## config.mk

```make
export PLATFORM = sky130hd
export DESIGN_NAME = instruction_fetch_stage
export DESIGN_NICKNAME = d
export VERILOG_FILES = /design/src/rtl/instruction_fetch_stage.sv
export SDC_FILE = /design/constraint.sdc
export NUM_CORES = 1
export LEC_CHECK = 0
export BUFFER_PORTS_ARGS = -buffer_cell sky130_fd_sc_hd__buf_4
export CORE_MARGIN = 2
export CORE_UTILIZATION = 54
export CTS_CLUSTER_DIAMETER = 120
export DETAILED_ROUTE_END_ITERATION = 10
export GPL_TIMING_DRIVEN = 1
export PLACE_DENSITY = 0.84
export SYNTH_ARGS = -nofsm -noshare
export SYNTH_HDL_FRONTEND = slang
export SYNTH_SLANG_ARGS = --single-unit
```

## constraint.sdc

```tcl
create_clock -name clk -period 9.6 [get_ports clk]
set_clock_uncertainty 0.05 [all_clocks]
set_input_delay 0.96 -clock clk [delete_from_list [all_inputs] [get_ports clk]]
set_output_delay 0.96 -clock clk [all_outputs]
set_load 0.02 [all_outputs]
```

## src/rtl/instruction_fetch_stage.sv

```systemverilog
`default_nettype none
// ============================================================================
// Module   : instruction_fetch_stage
// Function : Owns the PC, addresses an async-read ROM and fills the IF/ID register.
// Revision : 1.0 - initial release
// ============================================================================
module instruction_fetch_stage #(
    parameter int                    DATA_WIDTH   = 32,
    parameter int                    MEMORY_DEPTH = 32,
    parameter logic [DATA_WIDTH-1:0] RESET_PC     = 32'h0040_0000,
    parameter logic [DATA_WIDTH-1:0] NOP_INSTR    = 32'h0000_0013
) (
    input  logic                  clk,
    input  logic                  reset,
    input  logic                  stall,
    input  logic                  flush,
    input  logic                  redirect_valid,
    input  logic [DATA_WIDTH-1:0] redirect_target,
    input  logic [DATA_WIDTH-1:0] imem_instruction,
    output logic [DATA_WIDTH-1:0] imem_address,
    output logic [DATA_WIDTH-1:0] if_id_instruction,
    output logic [DATA_WIDTH-1:0] if_id_pc,
    output logic [DATA_WIDTH-1:0] if_id_pc_plus4,
    output logic                  if_id_valid,
    output logic                  if_id_fault,
    output logic                  halted,
    output logic [31:0]           fetch_count
);

    localparam logic [DATA_WIDTH-1:0] c_ROM_BYTES = DATA_WIDTH'(4 * MEMORY_DEPTH);
    localparam logic [DATA_WIDTH-1:0] c_FOUR      = DATA_WIDTH'(4);

    typedef enum logic [0:0] {
        S_RUN  = 1'b0,
        S_HALT = 1'b1
    } state_t;

    state_t                  state_q, state_d;
    logic [DATA_WIDTH-1:0]   pc_q, pc_d;
    logic [DATA_WIDTH-1:0]   instr_q, instr_d;
    logic [DATA_WIDTH-1:0]   ifpc_q, ifpc_d;
    logic [DATA_WIDTH-1:0]   ifpc4_q, ifpc4_d;
    logic                    valid_q, valid_d;
    logic                    fault_q, fault_d;
    logic [31:0]             count_q, count_d;

    logic [DATA_WIDTH-1:0]   w_offset;
    logic [DATA_WIDTH-1:0]   w_pc_plus4;
    logic                    w_fault;

    // Subtraction wraps for pc_q < RESET_PC, so that case is tested separately.
    assign w_offset   = pc_q - RESET_PC;
    assign w_pc_plus4 = pc_q + c_FOUR;
    assign w_fault    = (pc_q[1:0] != 2'b00) || (pc_q < RESET_PC) || (w_offset >= c_ROM_BYTES);

    always_comb begin
        state_d = state_q;
        pc_d    = pc_q;
        instr_d = instr_q;
        ifpc_d  = ifpc_q;
        ifpc4_d = ifpc4_q;
        valid_d = valid_q;
        fault_d = fault_q;
        count_d = count_q;

        if (redirect_valid) begin
            pc_d = redirect_target;
        end else if (stall || (state_q == S_HALT) || w_fault) begin
            pc_d = pc_q;
        end else begin
            pc_d = w_pc_plus4;
        end

        if (redirect_valid || flush || (!stall && (state_q == S_HALT))) begin
            instr_d = NOP_INSTR;
            ifpc_d  = '0;
            ifpc4_d = '0;
            valid_d = 1'b0;
            fault_d = 1'b0;
        end else if (!stall) begin
            instr_d = w_fault ? NOP_INSTR : imem_instruction;
            ifpc_d  = pc_q;
            ifpc4_d = w_pc_plus4;
            valid_d = 1'b1;
            fault_d = w_fault;
            if (w_fault) begin
                state_d = S_HALT;
            end else begin
                count_d = count_q + 32'd1;
            end
        end

        if (redirect_valid) begin
            state_d = S_RUN;
        end
    end

    always_ff @(posedge clk or posedge reset) begin
        if (reset) begin
            state_q <= S_RUN;
            pc_q    <= RESET_PC;
            instr_q <= NOP_INSTR;
            ifpc_q  <= '0;
            ifpc4_q <= '0;
            valid_q <= 1'b0;
            fault_q <= 1'b0;
            count_q <= '0;
        end else begin
            state_q <= state_d;
            pc_q    <= pc_d;
            instr_q <= instr_d;
            ifpc_q  <= ifpc_d;
            ifpc4_q <= ifpc4_d;
            valid_q <= valid_d;
            fault_q <= fault_d;
            count_q <= count_d;
        end
    end

    assign imem_address      = pc_q;
    assign if_id_instruction = instr_q;
    assign if_id_pc          = ifpc_q;
    assign if_id_pc_plus4    = ifpc4_q;
    assign if_id_valid       = valid_q;
    assign if_id_fault       = fault_q;
    assign halted            = (state_q == S_HALT);
    assign fetch_count       = count_q;

endmodule
`default_nettype wire

```

## Word-level counts from Yosys, hierarchy flattened

Index checks and enable logic that the tools add are counted.

| word-level totals | value |
|---|---|
| flip-flop bits (word level) | 163 |
| bits of input ports | 69 |
| word-level logic and storage cells | 49 |
| output and inout bits | 163 |

| cells by class | value |
|---|---|
| muxes and demuxes | 17 |
| reduce and logical (&&, ||, !) cells | 12 |
| equal/unequal tests | 4 |
| bitwise logic cells | 3 |
| $add $sub $neg | 3 |
| order comparisons | 2 |

Operators with widths:

| kind | number |
|---|---|
| $mux 32 | 9 |
| $add 32x1->32 const B | 1 |
| $add 32x3->32 const B | 1 |
| $ge 32x8->1 const B | 1 |
| $lt 32x23->1 const B | 1 |
| $sub 32x23->32 const B | 1 |
| $mux 1 | 8 |
| $logic_or 1x1->1 | 6 |
| $reduce_and 3->1 | 2 |
| $ne 2x1->1 const B | 2 |
| $ne 2x2->1 const B | 2 |
| $reduce_bool 2->1 | 2 |
| $not 1->1 | 3 |
| $logic_and 1x1->1 | 1 |
| $logic_not 1->1 | 1 |

## Logic depth before layout (Yosys ltp)

Gate-level depths: netlist of the first run.

| logic depth | value |
|---|---|
| depth in word-level cells | 7 |
| mapped depth | 8 |
| mapped depth without buffers | 6 |

## Worst setup path before layout of the first run

Ideal clock, no wire load.

| path | value |
|---|---|
| kind | input port to flip-flop |
| from | input port redirect_valid |
| to | register count_q[13] (netlist: fetch_count[13]) |
| arrival | 2.555 ns |
| library setup time | 0.132 ns |
| buffers on the path | 3 |
| path slack | 6.863 ns |
| stages on the path | 8 |
| required time | 9.418 ns |
| cells stage by stage | buf_6 -> or4_4 -> buf_6 -> nor2_4 -> nor4b_4 -> buf_6 -> nand3_1 -> xnor2_1 |

| on the way | value |
|---|---|
| cells in the longest elaborated chain, start to end | 4 |

Ends and longest elaborated chain:

| item | RTL line | RTL |
|---|---|---|
| start: declaration | 17 | `input logic redirect_valid,` |
| $logic_or 1x1->1 (2 in series) | 74 | `if (redirect_valid \|\| flush \|\| (!stall && (state_q == S_HALT))) begin` |
| $not 1->1 (no source line) | n/a |  |
| $reduce_and 3->1 (no source line) | n/a |  |
| end signal: assignment | 116 | `count_q <= count_d;` |
| end: declaration | 45 | `logic [31:0] count_q, count_d;` |

Every way passes these cells.
A chain may end at the register's enable or synchronous reset.

## Final worst setup path of the first run

| path | value |
|---|---|
| from | input port redirect_valid |
| to | register count_q[17] (netlist: fetch_count[17]) |

The elaborated chain is that of the path after synthesis.

==> results of run 1 <==
-- critical path, cell delays in order --
cell and delay [ps]:
sky130_fd_sc_hd__buf_4 270, sky130_fd_sc_hd__or4_4 790, sky130_fd_sc_hd__nor2_4 180, sky130_fd_sc_hd__nor4b_4 680, sky130_fd_sc_hd__nand4_1 230, sky130_fd_sc_hd__xnor2_1 180
-- synthesized netlist by cell type, drive strengths merged, types with 12 or more instances --
| cell type | instances | area, um2 |
|---|---|---|
| dfrtp | 157 | 3929 |
| nand2 | 60 | 225.2 |
| a22o | 59 | 516.8 |
| o21ai | 41 | 205.2 |
| xnor2 | 38 | 332.8 |
| clkbuf | 32 | 122.6 |
| nand4 | 28 | 181.4 |
| nand3 | 27 | 140.1 |
| mux2 | 25 | 281.5 |
| xor2 | 25 | 219.0 |
| nor4 | 15 | 136.4 |
| and3 | 13 | 81.33 |
| buf | 13 | 87.57 |
| nor2 | 12 | 52.55 |
-- report_power, final --
group / total, mW / switching (mW) / internal [mW]
Sequential: 0.745 / 0.0422 / 0.702
Combinational: 0.163 / 0.0890 / 0.0740
Clock: 0.725 / 0.263 / 0.462
Total: 1.63 / 0.394 / 1.24
-- per-stage QoR --
step / utilization / std cells / total power, mW
after floorplan: - / 596 / 0.8358
after global placement: 0.6916 / 957 / 0.9138
after CTS: 0.7423 / 989 / 1.642
after global routing: 0.7423 / 989 / 1.691
after detailed placement: 0.6916 / 957 / 0.9187
final: 0.7423 / 989 / 1.633
-- sequential cells by signal, indices dropped and copies added (netlist names) --
| register | cells |
|---|---|
| if_id_instruction | 32 |
| fetch_count | 32 |
| if_id_pc | 32 |
| if_id_pc_plus4 | 30 |
| halted | 1 |
| if_id_fault | 1 |
| imem_address | 32 |
| if_id_valid | 1 |
-- logic make-up after synthesis --
group	Yosys count	share of synthesized area
AND/OR/NAND/NOR	185	0.1490
flip-flops	161	0.5802
AO/OA/AOI/OAI	106	0.1101
XOR/XNOR	63	0.07936
buffers and inverters	52	0.03401
multiplexers	26	0.04193
adder cells (fa/ha/maj)	3	0.005399
-- worst max path at each step --
stage              startpoint                           to  depth (start not counted)
2_1_floorplan           reset   fetch_count[0]$_DFFE_PP0P_                          1
3_3_place_gp   redirect_valid  fetch_count[24]$_DFFE_PP0P_                          6
3_5_place_dp   redirect_valid  fetch_count[25]$_DFFE_PP0P_                          6
4_1_cts        redirect_valid  fetch_count[17]$_DFFE_PP0P_                          6
5_1_grt        redirect_valid  fetch_count[24]$_DFFE_PP0P_                          6
6_report       redirect_valid  fetch_count[17]$_DFFE_PP0P_                          6
-- per-layer routing --
| layer | up-vias | track usage |
|---|---|---|
| met1 | 2846 | 0.3490 |
| met2 | 254 | 0.4448 |
| met3 | 41 | 0.09593 |
| met4 | 0 | 0.1092 |
| met5 | - | 0 |
| li1 | 2560 | - |
-- final cells by class --
cell class	instances	area, um2	share of cell area
Clock buffer	23	488.0	0.05209
Clock inverter	9	152.6	0.01629
Inverter	7	31.28	0.003339
Multi-Input combinational cell	383	2690	0.2872
Sequential cell	161	4034	0.4306
Tap cell	172	215.2	0.02297
Timing Repair Buffer	234	1757	0.1875
==> impl_summary.md, run 1 <==
Placement
The weighted congestion reported at the end of routability-driven placement is 0.8236. OpenSTA, run right after detailed placement, puts the worst setup slack at 6141 ps. Once placement finished, the instance area stood at 0.008727 mm2. The detailed placement HPWL is 12,790 um.

The count of buffers from port buffering is 231.

Synth
The mapped netlist covers 0.006953 mm2. The instance count of the mapped netlist is 596. The distinct cell type count after synthesis is 43. The share of the Yosys chip area taken by registers is 0.5802. The fraction of registers with async set or reset after synthesis is 1.000. The number of synthesized flops with an enable pin is 0. The commonest register cell after synthesis is sky130_fd_sc_hd__dfrtp_1. The post-synthesis average cell area is 11.67 um2.

The Yosys step of the flow raised 0 warnings. The number of flip-flops and latches in the synthesized netlist is 161. The synthesized net count is 668.

GRT
The first global-routing pass estimated 30,340 um of wire. The overall routing resource usage is 0.2777. The number of global-route vias before repair is 5,718. Global routing finished with a remaining overflow of 0. The initial antenna violation count is 0. Entering global routing, the biggest net connects 93 pins.

Critical path
The category of the critical setup timing path is in2reg. The worst setup slack for register-to-register paths is 6740 ps. The critical path arrival is 3290 ps. STA classifies the critical path endpoint as a flip-flop.

STA classifies the critical path startpoint as a primary input. The worst register-to-register path has a depth of 5. The biggest fanout along the worst timing path is 44. In this run the critical register-to-register path is launched from imem_address[10]$_DFFE_PP0P_. The endpoint identified for the worst register-to-register timing path is fetch_count[17]$_DFFE_PP0P_. At the worst endpoint, the required time is 9860 ps.

STA
The post-layout worst setup margin is 6566 ps. The max-slew violation count is 0. For this run, the top clock speed supported by timing is 329.6 MHz. The transition time of the tightest slew-check pin is 1040 ps. Setup repair after global routing left no endpoint under its margin. The post-route clock period utilization is 0.3161. The time the final worst path needs with I/O delays and setup is 3034 ps. Summed over all failing endpoints, the final setup total negative slack is 0 ps. The count of endpoints failing hold in the final timing report came to 0. Final hold analysis gives a worst-case slack of 423.8 ps. The relative slew slack is 0.3063. Setup violations remaining at the end of the flow were counted as 0.

Floorplanning
Pin placement for this block handled 232 I/O pins. The area of the die is 0.01380 mm2. The die height is 117.5 um. The starting density of the core is 0.5510.

The standard-cell row count is 41. The core footprint is 0.01262 mm2. The floorplan die width is 117.5 um.

Route
The number of optimization iterations in the first detailed-route pass is 7. Signal routing reaches up to met4. In the detailed route, the total length drawn on met2 is 9152 um. The final antenna-violating net count is 0. The overall via count from detail_route is 5,701. The average wire per cell in the routed design is 18.91 um. The first routing iteration left 543 violations. After detailed routing, the number of vias per cell comes to 5.764. The final routed wirelength across all metal layers is 18,700 um. For this run, design rule violations remaining after detail routing come to 0. After detailed routing, the wire length on met1 is 7587 um.

In the detailed route, the total length drawn on met3 is 1534 um.

Power and ir drop
Power spread over the standard cell area amounts to 174.3 mW/mm2. The worst-case IR drop observed on VDD is 0.1066 mV. Summed over all cells, the static leakage comes to 4.506 nW.

Worst hold path
The class of the tightest hold or removal check is reg2reg. The worst min-delay path startpoint is fetch_count[31]$_DFFE_PP0P_. Counting instances, the worst hold path has a depth of 1.

The end of the worst hold path is fetch_count[31]$_DFFE_PP0P_.

Job
Across the run, the number of max-cap violations was 0.

Clocking
In this run the deepest clock path goes through 2 buffers. For the worst-skew pair, the clock arrives at the later sink with an insertion delay of 430 ps. The clock-pin slew of the registers on the worst-case setup and hold paths is 60 ps.

The clock root buffer is sky130_fd_sc_hd__clkbuf_16. The clock sink count is 161. The number of hold buffers added after cts is 0. TritonCTS built the clock tree.

Counting the buffers created by CTS gives 17. Post-CTS repair changed the size of 0 cells. The count of H-tree levels built during CTS is 4.

Once the clock tree was built, the setup fixing pass inserted 0 buffers.

Final layout
After routing the design area is 0.009368 mm2. The area added between synthesis and finish is 34.73%. The final net count is 876.

The most common cell after layout, fill and taps aside is sky130_fd_sc_hd__buf_4. After filler insertion, the fill cell instance count of the layout stands at 887. The diode insertion count for antenna repair is 0. In the final layout, the share of cells above drive strength 1 is 0.3770. In the layout the commonest cells are sky130_fd_sc_hd__buf_4 (234), sky130_fd_sc_hd__dfrtp_1 (157), sky130_fd_sc_hd__nand2_1 (60).

Run status
The run finished with clean final reports.
Power figures use the tool's default switching activity.
==> inputs of run 2 (changes only) <==
--- a/config.mk
+++ b/config.mk
@@ -7,11 +7,11 @@
 export LEC_CHECK = 0
 export BUFFER_PORTS_ARGS = -buffer_cell sky130_fd_sc_hd__buf_4
 export CORE_MARGIN = 2
-export CORE_UTILIZATION = 54
+export CORE_UTILIZATION = 51
 export CTS_CLUSTER_DIAMETER = 120
 export DETAILED_ROUTE_END_ITERATION = 10
 export GPL_TIMING_DRIVEN = 1
-export PLACE_DENSITY = 0.84
+export PLACE_DENSITY = 0.8
 export SYNTH_ARGS = -nofsm -noshare
 export SYNTH_HDL_FRONTEND = slang
 export SYNTH_SLANG_ARGS = --single-unit
==> constraint.sdc (replaced) <==
create_clock -name clk -period 3.2 [get_ports clk]
set_clock_uncertainty 0.05 [all_clocks]
set_input_delay 0.32 -clock clk [delete_from_list [all_inputs] [get_ports clk]]
set_output_delay 0.32 -clock clk [all_outputs]
set_load 0.02 [all_outputs]
==> run 2 against run 1 <==
  * Via count is 1.6% higher
  * Cell area rose by 1.3%
  * Critical endpoint is now fetch_count[1]$_DFFE_PP0P_
  * Clock power rose to 3.0 times the previous value
  * Sequential share of layout area is 0.57 points lower
  * Global-route usage grew 0.29 points
  * Die area rose by 5.7%
  * Core utilization is 2.8 points lower
  * Wire length is 5.7% higher
  * Non-clock buffer count is 11 higher
  * Clock-buffer cell count stayed put
==> impl_summary.md, run 2 (synthesis gave the netlist of run 1 again) <==
STA
The post-route clock period utilization is 0.8107. The count of endpoints failing hold in the final timing report is 0 (unchanged). The transition time of the tightest slew-check pin is 887.5 ps (was 1040 ps). The number of failing setup endpoints in the final timing report was 0 (unchanged).

The relative slew slack came to 0.4029 (was 0.3063). The total negative slack is 0 ps (unchanged). The worst path needs 2594 ps of the cycle, external delays included. The post-layout worst setup margin is 605.7 ps (was 6566 ps). The maximum frequency from static timing analysis is 385.5 MHz.

The max-slew violation count was 0 (unchanged). Unrepaired setup endpoints after global routing: false (unchanged).

Clocking
The post-cts repair resize count was 0 (unchanged). The count of H-tree levels built during CTS is 4 (unchanged). The number of hold buffers added after cts is 1 (was 0).

The insertion delay of the later-clocked pin in the worst-skew pair was 430 ps (about the same). The number of CTS-inserted buffers was 17 (unchanged). The clock-pin slew of the registers on the worst-case setup and hold paths came to 60 ps (about the same). The clock root buffer is sky130_fd_sc_hd__clkbuf_16 (unchanged). The maximum buffer depth of the clock tree is 2 (unchanged). The buffers inserted during post-CTS setup optimization is 0 (unchanged). The clock tree from TritonCTS is done (unchanged). The clock sink count is 161 (unchanged).

Route
The post-detailed-route via-to-cell ratio is 5.770 (was 5.764). The final routed wirelength across all metal layers is 19,770 um (was 18,700 um). The number of optimization iterations in the first detailed-route pass is 4 (was 7). The DRC violation total after the first TritonRoute iteration came to 543 (unchanged).

The average wire per cell in the routed design was 19.69 um (was 18.91 um). The final antenna-violating net count is 0 (unchanged). The remaining routing DRC violations is 0 (unchanged). The overall via count from detail_route was 5,793 (was 5,701).

Critical path
The startpoint kind of the worst setup timing path is a flip-flop (was primary input). Sequence of cells on the critical path: nor4_1 > nand4_2 > nor4_4 > buf_4 > mux2_2 (was buf_4 > or4_4 > nor2_4 > nor4b_4 > nand4_1 > xnor2_1). The worst setup slack for register-to-register paths is 610 ps (was 6740 ps). The standard cell with the maximum stage delay on the critical path is sky130_fd_sc_hd__dfrtp_1 (was sky130_fd_sc_hd__or4_4).

The endpoint of the most critical register-to-register path is fetch_count[1]$_DFFE_PP0P_ (was fetch_count[17]$_DFFE_PP0P_). The sort of element at the end of the critical path was a flip-flop (unchanged). The biggest fanout along the worst timing path came to 41 (was 44). The category of the critical setup timing path is reg2reg (was in2reg). The buffering stage count on the worst path with inverters included is 1 (unchanged).

The worst reg2reg path startpoint is imem_address[21]$_DFFE_PP0P_ (was imem_address[10]$_DFFE_PP0P_). The critical path arrival is 2850 ps (was 3290 ps). The endpoint required time on the critical path is 3460 ps (was 9860 ps).

The number of cells on the worst reg-to-reg path is 5 (unchanged). The delay of the slowest critical-path stage is 500 ps (was 790 ps). The family with the most delay on the worst path is simple AND/OR/NAND/NOR gates (unchanged).

Placement
The setup slack after placement was 646.9 ps (was 6141 ps). The detailed placement HPWL is 13,540 um (was 12,790 um). The weighted congestion reported at the end of routability-driven placement is 0.8655 (was 0.8236). The count of buffers from port buffering is 231 (unchanged).

Worst hold path
The cell depth of the worst hold path is 2 (was 1). The class of the tightest hold or removal check is in2reg (was reg2reg). The worst min-delay path startpoint is imem_instruction[1] (was fetch_count[31]$_DFFE_PP0P_). The end of the worst hold path was if_id_instruction[1]$_DFFE_PP1P_ (was fetch_count[31]$_DFFE_PP0P_).

Floorplanning
The core footprint was 0.01330 mm2 (was 0.01262 mm2). The count of boundary I/O pins is 232 (unchanged). The die height is 120.8 um (was 117.5 um). The standard-cell row count is 42 (was 41). The floorplan die width is 120.8 um (was 117.5 um).

The starting density of the core came to 0.5230 (was 0.5510). The area of the die is 0.01458 mm2 (was 0.01380 mm2).

Job
The max-cap check violation count is 0 (unchanged).

Final layout
The final-layout fill cell count is 946 (was 887). The diode insertion count for antenna repair is 0 (unchanged). The multi-input logic area is 0.002690 mm2 (unchanged). The fraction of final layout cells sized beyond drive strength 1 is 0.3841 (was 0.3770). The most common cell after layout, fill and taps aside is sky130_fd_sc_hd__buf_4 (unchanged). The final net count came to 887 (was 876).

Most frequent cells in the layout: sky130_fd_sc_hd__buf_4 (241), sky130_fd_sc_hd__dfrtp_1 (157), sky130_fd_sc_hd__nand2_1 (60) (was sky130_fd_sc_hd__buf_4 (234), sky130_fd_sc_hd__dfrtp_1 (157), sky130_fd_sc_hd__nand2_1 (60)). The register cell area after layout is 0.004034 mm2 (unchanged). The area added between synthesis and finish is 36.55% (was 34.73%).

GRT
The overall routing resource usage is 0.2806 (was 0.2777). The initial antenna violation count is 0 (unchanged). The number of global-route vias before repair is 5,792 (was 5,718).

The aggregate global routing overflow is 0 (unchanged). The global-route wire length before repair is 31,290 um (was 30,340 um). The maximum number of pins on one net before global-route repair was 99 (was 93).

Power and ir drop
The total leakage power is 4.570 nW (was 4.506 nW). The power density normalized to cell area was 519.1 mW/mm2 (was 174.3 mW/mm2). The worst voltage drop across the vdd grid is 0.4007 mV (was 0.1066 mV).

Run status
Run status: finished, final reports clean (unchanged).
[run 2: report_power, final]
| group | switching (mW) | leakage (nW) | internal [mW] |
|---|---|---|---|
| clock | 0.794 | 0.305 | 1.39 |
| sequential | 0.117 | 2.15 | 2.11 |
| combinational | 0.289 | 2.11 | 0.235 |
[run 2: worst reg2reg max path, cell delays in order, from the launching register on]
cell                      delay (ps)
sky130_fd_sc_hd__dfrtp_1         500
sky130_fd_sc_hd__nor4_1          440
sky130_fd_sc_hd__nand4_2         380
sky130_fd_sc_hd__nor4_4          290
sky130_fd_sc_hd__buf_4           420
sky130_fd_sc_hd__mux2_2          400
[run 2: per-stage QoR]
| step | hold WS (ps) | std cells | total power, mW | util | cell area [um2] |
|---|---|---|---|---|---|
| 3_3_place_gp | 209.8 | 971 | 2.764 | 0.6652 | 8843 |
| 4_1_cts | 46.58 | 1004 | 4.949 | 0.7141 | 9494 |
| 2_1_floorplan | 391.0 | 596 | 2.508 | - | 6957 |
| 6_report | 58.93 | 1004 | 4.928 | 0.7141 | 9494 |
| 3_5_place_dp | 209.5 | 971 | 2.777 | 0.6652 | 8843 |
| 5_1_grt | 51.59 | 1004 | 5.093 | 0.7141 | 9494 |
[run 2: per-layer routing]
metal | wire length (um) | GRT usage | vias to the layer above
li1 | - | - | 2588
met1 | 8004 | 0.3591 | 2914
met2 | 9688 | 0.4495 | 251
met3 | 1593 | 0.08726 | 40
met4 | 486 | 0.1054 | 0
met5 | 0 | 0 | -
[run 2: worst max-delay path by stage]
stage                            startpoint                          end  cells past startpoint
6_report       imem_address[21]$_DFFE_PP0P_   fetch_count[1]$_DFFE_PP0P_                      5
5_1_grt        imem_address[21]$_DFFE_PP0P_  fetch_count[11]$_DFFE_PP0P_                      6
4_1_cts        imem_address[21]$_DFFE_PP0P_   fetch_count[1]$_DFFE_PP0P_                      5
3_5_place_dp   imem_address[21]$_DFFE_PP0P_   fetch_count[1]$_DFFE_PP0P_                      5
3_3_place_gp                          flush   fetch_count[1]$_DFFE_PP0P_                      5
2_1_floorplan                         reset   fetch_count[0]$_DFFE_PP0P_                      1
[run 2: layout make-up]
class | instances | share of cell area
Tap cell | 176 | 0.02319
Clock inverter | 9 | 0.01608
Inverter | 7 | 0.003163
Multi-Input combinational cell | 383 | 0.2833
Sequential cell | 161 | 0.4249
Clock buffer | 23 | 0.05140
Timing Repair Buffer | 245 | 0.1979
